--- src/rtl/lut_coef_loader.sv ---
// Streams DEPTH coefficient words into one LUT port, then reads the table back
// and checks its modular sum before releasing the port with done or error.
module lut_coef_loader #(
    parameter int DATA_WIDTH = 32,
    parameter int DEPTH      = 3584,
    parameter int ADDR_WIDTH = 12,
    parameter int RD_LAT     = 1
) (
    input  logic                  clock,
    input  logic                  rst_n,
    input  logic                  start,
    input  logic [DATA_WIDTH-1:0] in_data,
    input  logic                  in_valid,
    output logic                  in_ready,
    output logic [ADDR_WIDTH-1:0] lut_address,
    output logic [DATA_WIDTH-1:0] lut_data,
    output logic                  lut_wren,
    output logic                  lut_rden,
    input  logic [DATA_WIDTH-1:0] lut_q,
    output logic                  busy,
    output logic                  done,
    output logic                  error,
    output logic [DATA_WIDTH-1:0] checksum
);

    localparam int CW = $clog2(DEPTH + 1);

    typedef enum logic [2:0] {
        S_IDLE,
        S_LOAD,
        S_DRAIN,
        S_VERIFY,
        S_DONE,
        S_ERROR
    } state_t;

    state_t                state_q;
    logic [CW-1:0]         wrCount_q;
    logic [CW-1:0]         rdCount_q;
    logic [CW-1:0]         capCount_q;
    logic [DATA_WIDTH-1:0] loadSum_q;
    logic [DATA_WIDTH-1:0] rbSum_q;
    logic [DATA_WIDTH-1:0] rbSum_d;
    logic [ADDR_WIDTH-1:0] lutAddress_q;
    logic [DATA_WIDTH-1:0] lutData_q;
    logic                  lutWren_q;
    logic                  lutRden_q;
    logic                  busy_q;
    logic                  done_q;
    logic                  error_q;
    logic [RD_LAT-1:0]     rdValid_q;
    logic                  capture;

    // The final compare must include the word being captured on this edge.
    assign rbSum_d  = rbSum_q + lut_q;
    assign capture  = rdValid_q[RD_LAT-1];

    assign in_ready    = (state_q == S_LOAD);
    assign lut_address = lutAddress_q;
    assign lut_data    = lutData_q;
    assign lut_wren    = lutWren_q;
    assign lut_rden    = lutRden_q;
    assign busy        = busy_q;
    assign done        = done_q;
    assign error       = error_q;
    assign checksum    = loadSum_q;

    always_ff @(posedge clock or negedge rst_n) begin
        if (!rst_n) begin
            state_q      <= S_IDLE;
            wrCount_q    <= '0;
            rdCount_q    <= '0;
            capCount_q   <= '0;
            loadSum_q    <= '0;
            rbSum_q      <= '0;
            lutAddress_q <= '0;
            lutData_q    <= '0;
            lutWren_q    <= 1'b0;
            lutRden_q    <= 1'b0;
            busy_q       <= 1'b0;
            done_q       <= 1'b0;
            error_q      <= 1'b0;
            rdValid_q    <= '0;
        end else begin
            rdValid_q <= (rdValid_q << 1) | RD_LAT'(lutRden_q);
            case (state_q)
                S_IDLE, S_DONE, S_ERROR: begin
                    if (start) begin
                        state_q    <= S_LOAD;
                        wrCount_q  <= '0;
                        rdCount_q  <= '0;
                        capCount_q <= '0;
                        loadSum_q  <= '0;
                        rbSum_q    <= '0;
                        lutWren_q  <= 1'b0;
                        lutRden_q  <= 1'b0;
                        rdValid_q  <= '0;
                        busy_q     <= 1'b1;
                        done_q     <= 1'b0;
                        error_q    <= 1'b0;
                    end
                end
                S_LOAD: begin
                    if (in_valid) begin
                        lutAddress_q <= ADDR_WIDTH'(wrCount_q);
                        lutData_q    <= in_data;
                        lutWren_q    <= 1'b1;
                        loadSum_q    <= loadSum_q + in_data;
                        wrCount_q    <= wrCount_q + 1'b1;
                        if (wrCount_q == CW'(DEPTH - 1)) begin
                            state_q <= S_DRAIN;
                        end
                    end else begin
                        lutWren_q <= 1'b0;
                    end
                end
                // The last write occupies the port here, so reads start one cycle later.
                S_DRAIN: begin
                    lutWren_q    <= 1'b0;
                    lutRden_q    <= 1'b1;
                    lutAddress_q <= '0;
                    rdCount_q    <= CW'(1);
                    state_q      <= S_VERIFY;
                end
                S_VERIFY: begin
                    if (rdCount_q == CW'(DEPTH)) begin
                        lutRden_q <= 1'b0;
                    end else begin
                        lutAddress_q <= ADDR_WIDTH'(rdCount_q);
                        rdCount_q    <= rdCount_q + 1'b1;
                    end
                    if (capture) begin
                        rbSum_q    <= rbSum_d;
                        capCount_q <= capCount_q + 1'b1;
                        if (capCount_q == CW'(DEPTH - 1)) begin
                            busy_q <= 1'b0;
                            if (rbSum_d == loadSum_q) begin
                                state_q <= S_DONE;
                                done_q  <= 1'b1;
                            end else begin
                                state_q <= S_ERROR;
                                error_q <= 1'b1;
                            end
                        end
                    end
                end
                default: state_q <= S_IDLE;
            endcase
        end
    end

endmodule

--- config.mk ---
export PLATFORM = sky130hd
export DESIGN_NAME = lut_coef_loader
export DESIGN_NICKNAME = d
export VERILOG_FILES = /design/src/rtl/lut_coef_loader.sv
export SDC_FILE = /design/constraint.sdc
export NUM_CORES = 1
export LEC_CHECK = 0
export ABC_AREA = 1
export BUFFER_PORTS_ARGS = -buffer_cell sky130_fd_sc_hd__buf_2
export CAP_MARGIN = 5
export CORE_ASPECT_RATIO = 1.1
export CORE_MARGIN = 1
export CORE_UTILIZATION = 35
export DETAILED_ROUTE_END_ITERATION = 12
export SYNTH_ARGS = -nofsm -noshare
export SYNTH_HDL_FRONTEND = slang
export SYNTH_SLANG_ARGS = --single-unit
--- constraint.sdc ---
create_clock -name clock -period 6.81 [get_ports clock]
set_clock_uncertainty 0.2 [all_clocks]
set_input_delay 2.043 -clock clock [delete_from_list [all_inputs] [get_ports clock]]
set_output_delay 2.043 -clock clock [all_outputs]
set_load 0.01 [all_outputs]
; Word-level counts from Yosys, hierarchy flattened
; Index checks and enable logic that the tools add are counted.
[totals]
regBits = 153
latch_bits = 0
ramBits = 0
memories = 0
out_inout_bits = 82
word_cells = 96
rom_bits = 0
[op_classes]
multipliers = 0
n_reduce_logical = 18
muxes = 41
bitwise_logic = 0
n_eq_ne = 18
shift = 0
n_addsub = 5
div = 0
magnitude_cmp = 0
[op_table]
columns = op, count
row1 = case mux 32 bit (2 select lines), 2
row2 = two-way mux 32 bit, 3
row3 = two-way mux 12 bit, 6
row4 = case mux 12 bit (3 select lines), 2
row5 = adder 32 bit, 2
row6 = case mux 12 bit (2 select lines), 2
row7 = "adder 12 x 1 -> 12 bit, second input constant", 3
row8 = "equality test 12 bit, second input constant", 3
row9 = equality test 32 bit, 1
row10 = "!= test 2 bit, second input constant", 8
row11 = two-way mux 1 bit, 15
row12 = two-way mux 3 bit, 5
row13 = AND reduction 5 bit, 3
row14 = case mux 3 bit (4 select lines), 1
row15 = AND reduction 3 bit, 4
row16 = nonzero test 3 bit, 3
row17 = "equality test 3 x 2 -> 1 bit, second input constant", 2
row18 = "equality test 3 bit, second input constant", 2
row19 = case mux 1 bit (2 select lines), 3
row20 = case mux 1 bit (3 select lines), 2
row21 = AND reduction 2 bit, 3
row22 = AND reduction 4 bit, 1
row23 = nonzero test 2 bit, 2
row24 = "equality test 3 x 1 -> 1 bit, second input constant", 1
row25 = other kinds (3), 3

; Longest topological paths before layout
; Gate-level depths: netlist (run 1).
[logic_depth]
depth_word = 6
depth_mapped = 23

; Worst setup path before layout (run 1)
; No wires, ideal clock.
[synth_timing]
kind = in2reg
from = in lut_q[0]
to = reg state_q[0]
setup_time_ns = 0.117
arrival_time_ns = 3.997
cell_stages = 21
slack_ns = 2.496
t_required_ns = 6.493
path_cell_list = ha_1 inv_1 fa_1 inv_1 nand3_1 nand2_1 nand2_1 nand2_1 nand2_1 nand3b_1 nand2_1 nand2_1 nand3_1 a21oi_1 nand3_1 nor2_1 nand2_1 nand2_2 nand2_1 nand2_1 nand2_1
[synth_via]
elab_chain_len = 6
[synth_lines]
columns = item, line_no
row1 = start: declaration, 19  ; input logic [DATA_WIDTH-1:0] lut_q,
row2 = adder 32 bit, 55  ; assign rbSum_d = rbSum_q + lut_q;
row3 = equality test 32 bit, 137  ; if (rbSum_d == loadSum_q) begin
row4 = two-way mux 1 bit, 137
row5 = two-way mux 3 bit, 135  ; if (capCount_q == CW'(DEPTH - 1)) begin
row6 = two-way mux 3 bit, 132  ; if (capture) begin
row7 = case mux 3 bit (4 select lines), 86  ; case (state_q)
row8 = end signal: assignment, 89  ; state_q <= S_LOAD;
row9 = end signal: assignment, 138  ; state_q <= S_DONE;
row10 = end signal: assignment, 141  ; state_q <= S_ERROR;
row11 = end: declaration, 37  ; state_t state_q;
; No other way between the ends. The select of a mux whose other input is x is not followed.
; A chain may end at the register's enable or synchronous reset.

; Final worst setup path (run 1)
; Ends and elaborated chain as after synthesis.

==> results of run 1 <==
==> Yosys cell counts, types with 3 or more instances <==
master and n:
inv_1 257, o21a_1 5, nand2_1 631, nor4_1 4
and2_1 4, nor2_1 134, o22ai_1 22, nand3b_1 7
nand4_1 17, dfrtp_1 153, nand3_1 114, o31ai_1 4
xnor2_1 3, o21ai_0 101, ha_1 66, inv_2 12
nor2_4 8, nor2_2 7, a21oi_1 87, or2_2 3
clkbuf_1 24, nor3_1 11, a21o_1 3, a31oi_1 11
o21bai_1 3, nand2_2 8, nand3_2 4, xor2_1 8
o21ai_1 4, o221ai_1 3, nand2_4 4
==> cell families after synthesis <==
family,count (synthesis),share of synthesized area
simple gates,962,0.356
buf+inv,300,0.100
compound gates,253,0.122
flops,153,0.334
fa+ha+maj,68,0.0756
xor+xnor,13,0.0123
==> registers in the layout (all words and copies together) (netlist names), 3 cells and up <==
| name | count |
|---|---|
| state_q | 3 |
| lut_address | 12 |
| checksum | 32 |
| lut_data | 32 |
| capCount_q | 12 |
| rdCount_q | 12 |
| rbSum_q | 32 |
| wrCount_q | 12 |
==> power by group through the flow <==
| stage | registers (mW) | logic, mW | clock network (mW) |
|---|---|---|---|
| 3_5_place_dp | 1.16 | 2.13 | 0 |
| 2_1_floorplan | 1.13 | 1.57 | 0 |
| 4_1_cts | 1.15 | 2.14 | 0.971 |
| 5_1_grt | 1.16 | 2.47 | 1.00 |
| 6_report | 1.15 | 2.16 | 0.953 |
| 3_3_place_gp | 1.16 | 2.10 | 0 |
==> through the flow <==
stage / area [sq um] / cells / utilization / power, mW
global route: 13200 / 2332 / 0.410 / 4.63
detailed placement: 12700 / 2299 / 0.392 / 3.30
floorplan: 11500 / 1749 / - / 2.70
global placement: 12700 / 2299 / 0.392 / 3.26
CTS: 13200 / 2331 / 0.410 / 4.26
finish: 13200 / 2332 / 0.410 / 4.27
==> layout by cell type, fill, tap and decap left out, drive strengths merged <==
cell      count
o31ai         4
ha           66
nor2        150
buf         152
o21bai        3
a21oi        87
o21ai       106
o32ai         1
nor4          5
clkinv        8
diode         1
a31oi        11
a41oi         1
o41ai         1
and2          4
nand4        17
o311ai        2
nor3         14
inv         272
nand3b        7
xnor2         3
o221ai        3
xor2          8
bufinv        1
o21a          5
fa            2
clkinvlp      3
a221oi        1
a21boi        2
or2           3
dfrtp       153
clkbuf       20
o22ai        22
nand3       119
a21o          3
o211a         1
nand2       643
xnor3         2
==> area by class of cell <==
class                   instances  area (sq um)  share of cell area
multi-input cells            1296          6480               0.490
flip-flops and latches        153          3830               0.289
inverters                     272          1030              0.0777
repair buffers                152           787              0.0595
well taps                     426           533              0.0403
clock buffers                  20           457              0.0345
clock inverters                12           119             0.00898
diodes                          1          2.50            0.000189
==> per-layer routing <==
metal / share of wire / up-vias / GRT usage / routed length, microns
met5: 0 / - / 0 / 0
met4: 0.034 / 0 / 0.0946 / 1270
met3: 0.055 / 70 / 0.0309 / 2050
met2: 0.48 / 331 / 0.394 / 17900
met1: 0.44 / 5378 / 0.286 / 16400
li1: - / 5884 / - / -
==> worst max-delay path, stage by stage <==
cell and delay, ns:
buf_2 0.08, ha_1 0.24, inv_1 0.08, fa_1 0.40, inv_1 0.12, nand3_1 0.10
nand2_1 0.15, nand3_1 0.11, nand3_1 0.22, nand2_1 0.16, nand2_1 0.11, nand2_1 0.07
nand3_1 0.10, nand2_1 0.06, nor2_1 0.11, nand3b_1 0.09, nor2_1 0.09, nand2_1 0.12
nand2_2 0.10, nand2_1 0.05, nand2_1 0.05, nand2_1 0.05
==> how the worst max path moves through the flow <==
stage / startpoint / end / slack (ns) / cells after the start
final: lut_q[0] / state_q[0]$_DFFE_PN0P_ / 2.24 / 22
after global routing: lut_q[0] / error$_DFFE_PN0P_ / 2.01 / 21
after CTS: lut_q[0] / done$_DFFE_PN0P_ / 2.26 / 22
after detailed placement: lut_q[0] / state_q[0]$_DFFE_PN0P_ / 1.80 / 22
after global placement: lut_q[0] / done$_DFFE_PN0P_ / 1.84 / 22
after floorplan: lut_q[0] / state_q[0]$_DFFE_PN0P_ / 2.50 / 21
==> metrics.md, run 1 <==
| Metric | Value |
|---|---|
| Global router's overall resource usage | 0.228 |
| Post-synthesis cell type with the largest combined area | dfrtp_1 |
| Std cell rows | 69 |
| Growth of design area from synthesis to finish | 15.5% |
| Routed WL per cell | 16.1 microns |
| Portion of total power attributed to sequential cells | 0.269 |
| Gr ovfl total | 0 |
| Number of synthesized register bits | 153 |
| Unrepaired setup endpoints after global routing | no |
| Setup tns final | 0 ns |
| Chip height | 192 microns |
| IO Port Bufs | 149 |
| PostCTS Resize Cnt | 0 |
| Worst Reg-to-Reg Cells | 16 |
| Sink count of the clock tree | 153 |
| CTS Buf Count | 17 |
| Quantity of hold-fixing buffers added after cts | 0 |
| Startpoint-to-endpoint class of the critical path | primary input to flop |
| Peak Freq | 0.219 GHz |
| Combinational Power Share | 0.507 |
| Syn_area_per_cell | 6.55 sq um |
| DRT Wirelength | 37,600 microns |
| Routability cong. | 0.955 |
| Outcome | completed |
| Post-synthesis async set-or-reset flop share | 1.00 |
| Width of the die | 175 microns |
| Total iterations of the first detailed-routing run | 6 |
| IO Count | 150 |
| Power Dens Cells | 322 mW/mm^2 |
| Max-cap viol count | 0 |
| Actual transition at the worst max-transition pin | 0.972 ns |
| Hold WS | 0.272 ns |
| Final-stage net count | 2,028 |
| Antenna violations before repair | 1 |
| Final HPWL from detailed placement | 29,500 microns |
| Sort of element at the end of the critical path | flop |
| HP Start | lut_data[23]$_DFFE_PN0P_ |
| Cell at the root of the clock tree | clkbuf_16 |
| Post-CTS setup buffer count | 0 |
| Start of the worst register-to-register path | state_q[1]$_DFFE_PN0P_ |
| Count of cells along the worst hold path | 2 |
| Number of levels the H-tree was split into | 4 |
| Highest net fanout along the worst path | 4 |
| Fraction of synthesized cell area taken by the top area cell type | 0.334 |
| Relative slew margins | 0.344 |
| Fillers | 3,466 |
| Final critical-path share of the clock period | 0.672 |
| Slew Limit Fails | 0 |
| Maximum root-to-sink buffer count | 2 |
| Worst path setup slack after routing | 2.24 ns |
| Die outline area | 0.0335 sq mm |
| Setup-violating endpoint count in the final report | 0 |
| Cell Area, Synth | 0.0115 sq mm |
| Net count after synthesis | 1,885 |
| TritonCTS clock tree | built |
| Post-CTS clock slew at the launch and capture registers of the worst setup and hold paths | 0.07 ns |
| Proportion of synthesized chip area in sequential cells | 0.334 |
| Post-synth cell types | 52 |
| Sw frac | 0.462 |
| DRC Markers | 0 |
| Initial cell density of the core | 0.355 |
| Hold violation total from the final report | 0 |
| Drt first-iter violations | 831 |
| Category of the worst setup path launch point | primary input |
| Net switching power | 1.97 mW |
| Required time reported for the critical path endpoint | 6.94 ns |
| Insertion delay to the later sink of the worst-skew pair | 0.45 ns |
| Mean number of vias per cell | 5.00 |
| Fin crit period | 4.57 ns |
| Via count | 11,700 |
| Clk network pwr share | 0.223 |
| Data arrival at the endpoint of the critical path | 4.71 ns |
| Share of final-layout standard cells stronger than drive strength 1 | 0.125 |
| Via count of the first global-routing pass | 11,200 |
| Worst hold path type | flop to flop |
| P_int | 2.29 mW |
| Placeable core area | 0.0323 sq mm |
| Pin count of the biggest net entering global routing | 154 |
| Internal reg-to-reg setup slack | 3.11 ns |
| Routed Antenna Nets | 0 |
| EDFF count, synth | 0 |
| Pre-CTS WS | 1.80 ns |
| Worst voltage drop across the vdd grid | 0.201 mV |
| Standby leakage power | 7.30 nW |
| Gate Count Post-Synth | 1,749 |
| Endpoint of the worst hold path | lut_data[23]$_DFFE_PN0P_ |
| Most frequently used flop master after synthesis | dfrtp_1 |
| Cells taking the most area after synthesis | dfrtp_1 33%, nand2_1 21%, inv_1 8.4% |
| Crit Reg-Reg Endpoint | capCount_q[11]$_DFFE_PN0P_ |
| First-pass GRT wire length | 58,800 microns |
| Number of synthesis warnings | 0 |
(Power assumes the default switching activity.)
==> inputs of run 2 (changes only) <==
clock period = 3.7 ns   (was 6.81 ns; I/O delays follow)
==> run 2 against run 1 <==
Net effect: sequential share of layout area is 1.6 points lower; non-clock buffer count is 99 higher; utilization is 2.3 points higher.
==> metrics.md, run 2 (same netlist as run 1, synthesis figures left out) <==
| Metric | Value |
|---|---|
| Std cell rows | 69 |
| Final Non-Filler Cells | 2,428 |
| Total instance count after detailed placement | 2,398 |
| Final critical-path share of the clock period | 0.904 |
| Category of cells accounting for the largest share of critical-path delay | simple AND/OR/NAND/NOR gates |
| Worst path bufs/invs | 2 |
| Count of cells along the worst hold path | 2 |
| Worst-path cell with the longest stage delay | ha_1 |
| Fillers | 3,413 |
| Mean number of vias per cell | 4.90 |
| Finished layout cell area | 0.0140 sq mm |
| Placeable core area | 0.0323 sq mm |
| Slew Limit Fails | 0 |
| Number of levels the H-tree was split into | 4 |
| Maximum root-to-sink buffer count | 2 |
| Hold WS | 0.262 ns |
| Post-route total power | 8.54 mW |
| Cells along the critical path | buf_2, ha_1, a21oi_1, nand2_1, nand2_1, nand2_2, xor2_1, inv_1, nand2_1, nand2_1, nor2_1, nand2_1, nor2_1, nand3_1, nor2_1, nand2_1, nand2_2, nand2_1, nand2_1, nand2_1 |
| Worst voltage drop across the vdd grid | 0.353 mV |
| Endpoint of the worst hold path | lut_data[30]$_DFFE_PN0P_ |
| Max-cap viol count | 0 |
| PostCTS Resize Cnt | 0 |
| DRC Markers | 0 |
| Worst hold path type | flop to flop |
| Via count | 11,900 |
| Unrepaired setup endpoints after global routing | no |
| Hold violation total from the final report | 0 |
| Internal reg-to-reg setup slack | 0.75 ns |
| Post-CTS setup buffer count | 0 |
| ANT cells | 0 |
| First-pass GRT wire length | 59,400 microns |
| Growth of design area from synthesis to finish | 22.1% |
| Outcome | completed |
| Power Dens Cells | 610 mW/mm^2 |
| DRT Wirelength | 37,800 microns |
| HP Start | lut_data[30]$_DFFE_PN0P_ |
| Startpoint-to-endpoint class of the critical path | primary input to flop |
| CTS Buf Count | 17 |
| Final HPWL from detailed placement | 30,200 microns |
| Share of final-layout standard cells stronger than drive strength 1 | 0.167 |
| Highest net fanout along the worst path | 7 |
| Quantity of hold-fixing buffers added after cts | 0 |
| Insertion delay to the later sink of the worst-skew pair | 0.45 ns |
| Drt first-iter violations | 781 |
| Final-stage net count | 2,127 |
| Fin crit period | 3.34 ns |
| Antenna violations before repair | 0 |
| Routed WL per cell | 15.6 microns |
| IO Port Bufs | 149 |
| Via count of the first global-routing pass | 11,300 |
| Cell at the root of the clock tree | clkbuf_16 |
| Standby leakage power | 7.78 nW |
| Width of the die | 175 microns |
| Setup tns final | 0 ns |
| Peak Freq | 0.299 GHz |
| Crit Reg-Reg Endpoint | state_q[0]$_DFFE_PN0P_ |
| Post-CTS clock slew at the launch and capture registers of the worst setup and hold paths | 0.06 ns |
| Required time reported for the critical path endpoint | 3.83 ns |
| Routability cong. | 0.950 |
| Routed Antenna Nets | 0 |
| Total iterations of the first detailed-routing run | 5 |
| Pin count of the biggest net entering global routing | 56 |
| Setup-violating endpoint count in the final report | 0 |
| Relative slew margins | 0.514 |
| Sort of element at the end of the critical path | flop |
| Sink count of the clock tree | 153 |
| Initial cell density of the core | 0.355 |
| Slowest cell delay on critical path | 0.38 ns |
| Category of the worst setup path launch point | primary input |
| Commonest non-fill, non-tap cells in the layout | 631 x nand2_1, 257 x inv_1, 153 x dfrtp_1 |
| Area taken by flip-flops and latches | 0.00383 sq mm |
| Data arrival at the endpoint of the critical path | 3.48 ns |
| Placed instance area | 0.0134 sq mm |
| Actual transition at the worst max-transition pin | 0.720 ns |
| TritonCTS clock tree | built |
| Start of the worst register-to-register path | rbSum_q[2]$_DFFE_PN0P_ |
| Global router's overall resource usage | 0.229 |
| Chip height | 192 microns |
| IO Count | 150 |
| Cell repeated most along the worst path | nand2_1 |
| Commonest non-fill, non-tap cell in the layout | nand2_1 |
| Die outline area | 0.0335 sq mm |
| Gr ovfl total | 0 |
| Worst Reg-to-Reg Cells | 19 |
| Area used by multi-input combinational logic | 0.00648 sq mm |
run 2: how the worst max path moves through the flow:
| stage | start | endpoint | cells past startpoint |
|---|---|---|---|
| floorplan | lut_q[0] | state_q[0]$_DFFE_PN0P_ | 21 |
| global placement | lut_q[0] | done$_DFFE_PN0P_ | 22 |
| finish | lut_q[2] | state_q[0]$_DFFE_PN0P_ | 20 |
| CTS | lut_q[0] | error$_DFFE_PN0P_ | 21 |
| detailed placement | lut_q[0] | error$_DFFE_PN0P_ | 21 |
| global route | lut_q[0] | state_q[0]$_DFFE_PN0P_ | 22 |
run 2: report_power, final:
| group | switching (mW) | internal [mW] |
|---|---|---|
| registers | 0.193 | 1.92 |
| logic | 2.78 | 1.85 |
| clock network | 0.771 | 1.03 |
| total | 3.74 | 4.79 |
run 2: metal layers:
metal / wire [microns] / up-vias / share of wire / global-route usage
met2: 18000 / 298 / 0.47 / 0.391
met5: 0 / - / 0 / 0
li1: - / 6076 / - / -
met3: 1860 / 62 / 0.049 / 0.0305
met1: 17000 / 5473 / 0.45 / 0.296
met4: 985 / 0 / 0.026 / 0.0863
run 2: cell type report:
type | count | area share
well taps | 426 | 0.0381
clock inverters | 10 | 0.00867
multi-input cells | 1296 | 0.463
flip-flops and latches | 153 | 0.274
inverters | 272 | 0.0735
repair buffers | 251 | 0.110
clock buffers | 20 | 0.0326
run 2: worst reg2reg max path, delay by kind of cell, from the launching register on:
family,cells,cell delay (ns)
DFF,1,0.38
adders and majority gates,1,0.37
xor gates and xnor gates,1,0.28
AOI/OAI and AO/OA,1,0.20
buffers and inverters,1,0.11
and+or+nand+nor,15,1.29
run 2: stage by stage:
stage           util  setup WS (ns)
4_1_cts        0.433          0.352
3_5_place_dp   0.415         -0.124
5_1_grt        0.433         0.0388
6_report       0.433          0.357
2_1_floorplan      -          0.319
3_3_place_gp   0.415        -0.0743
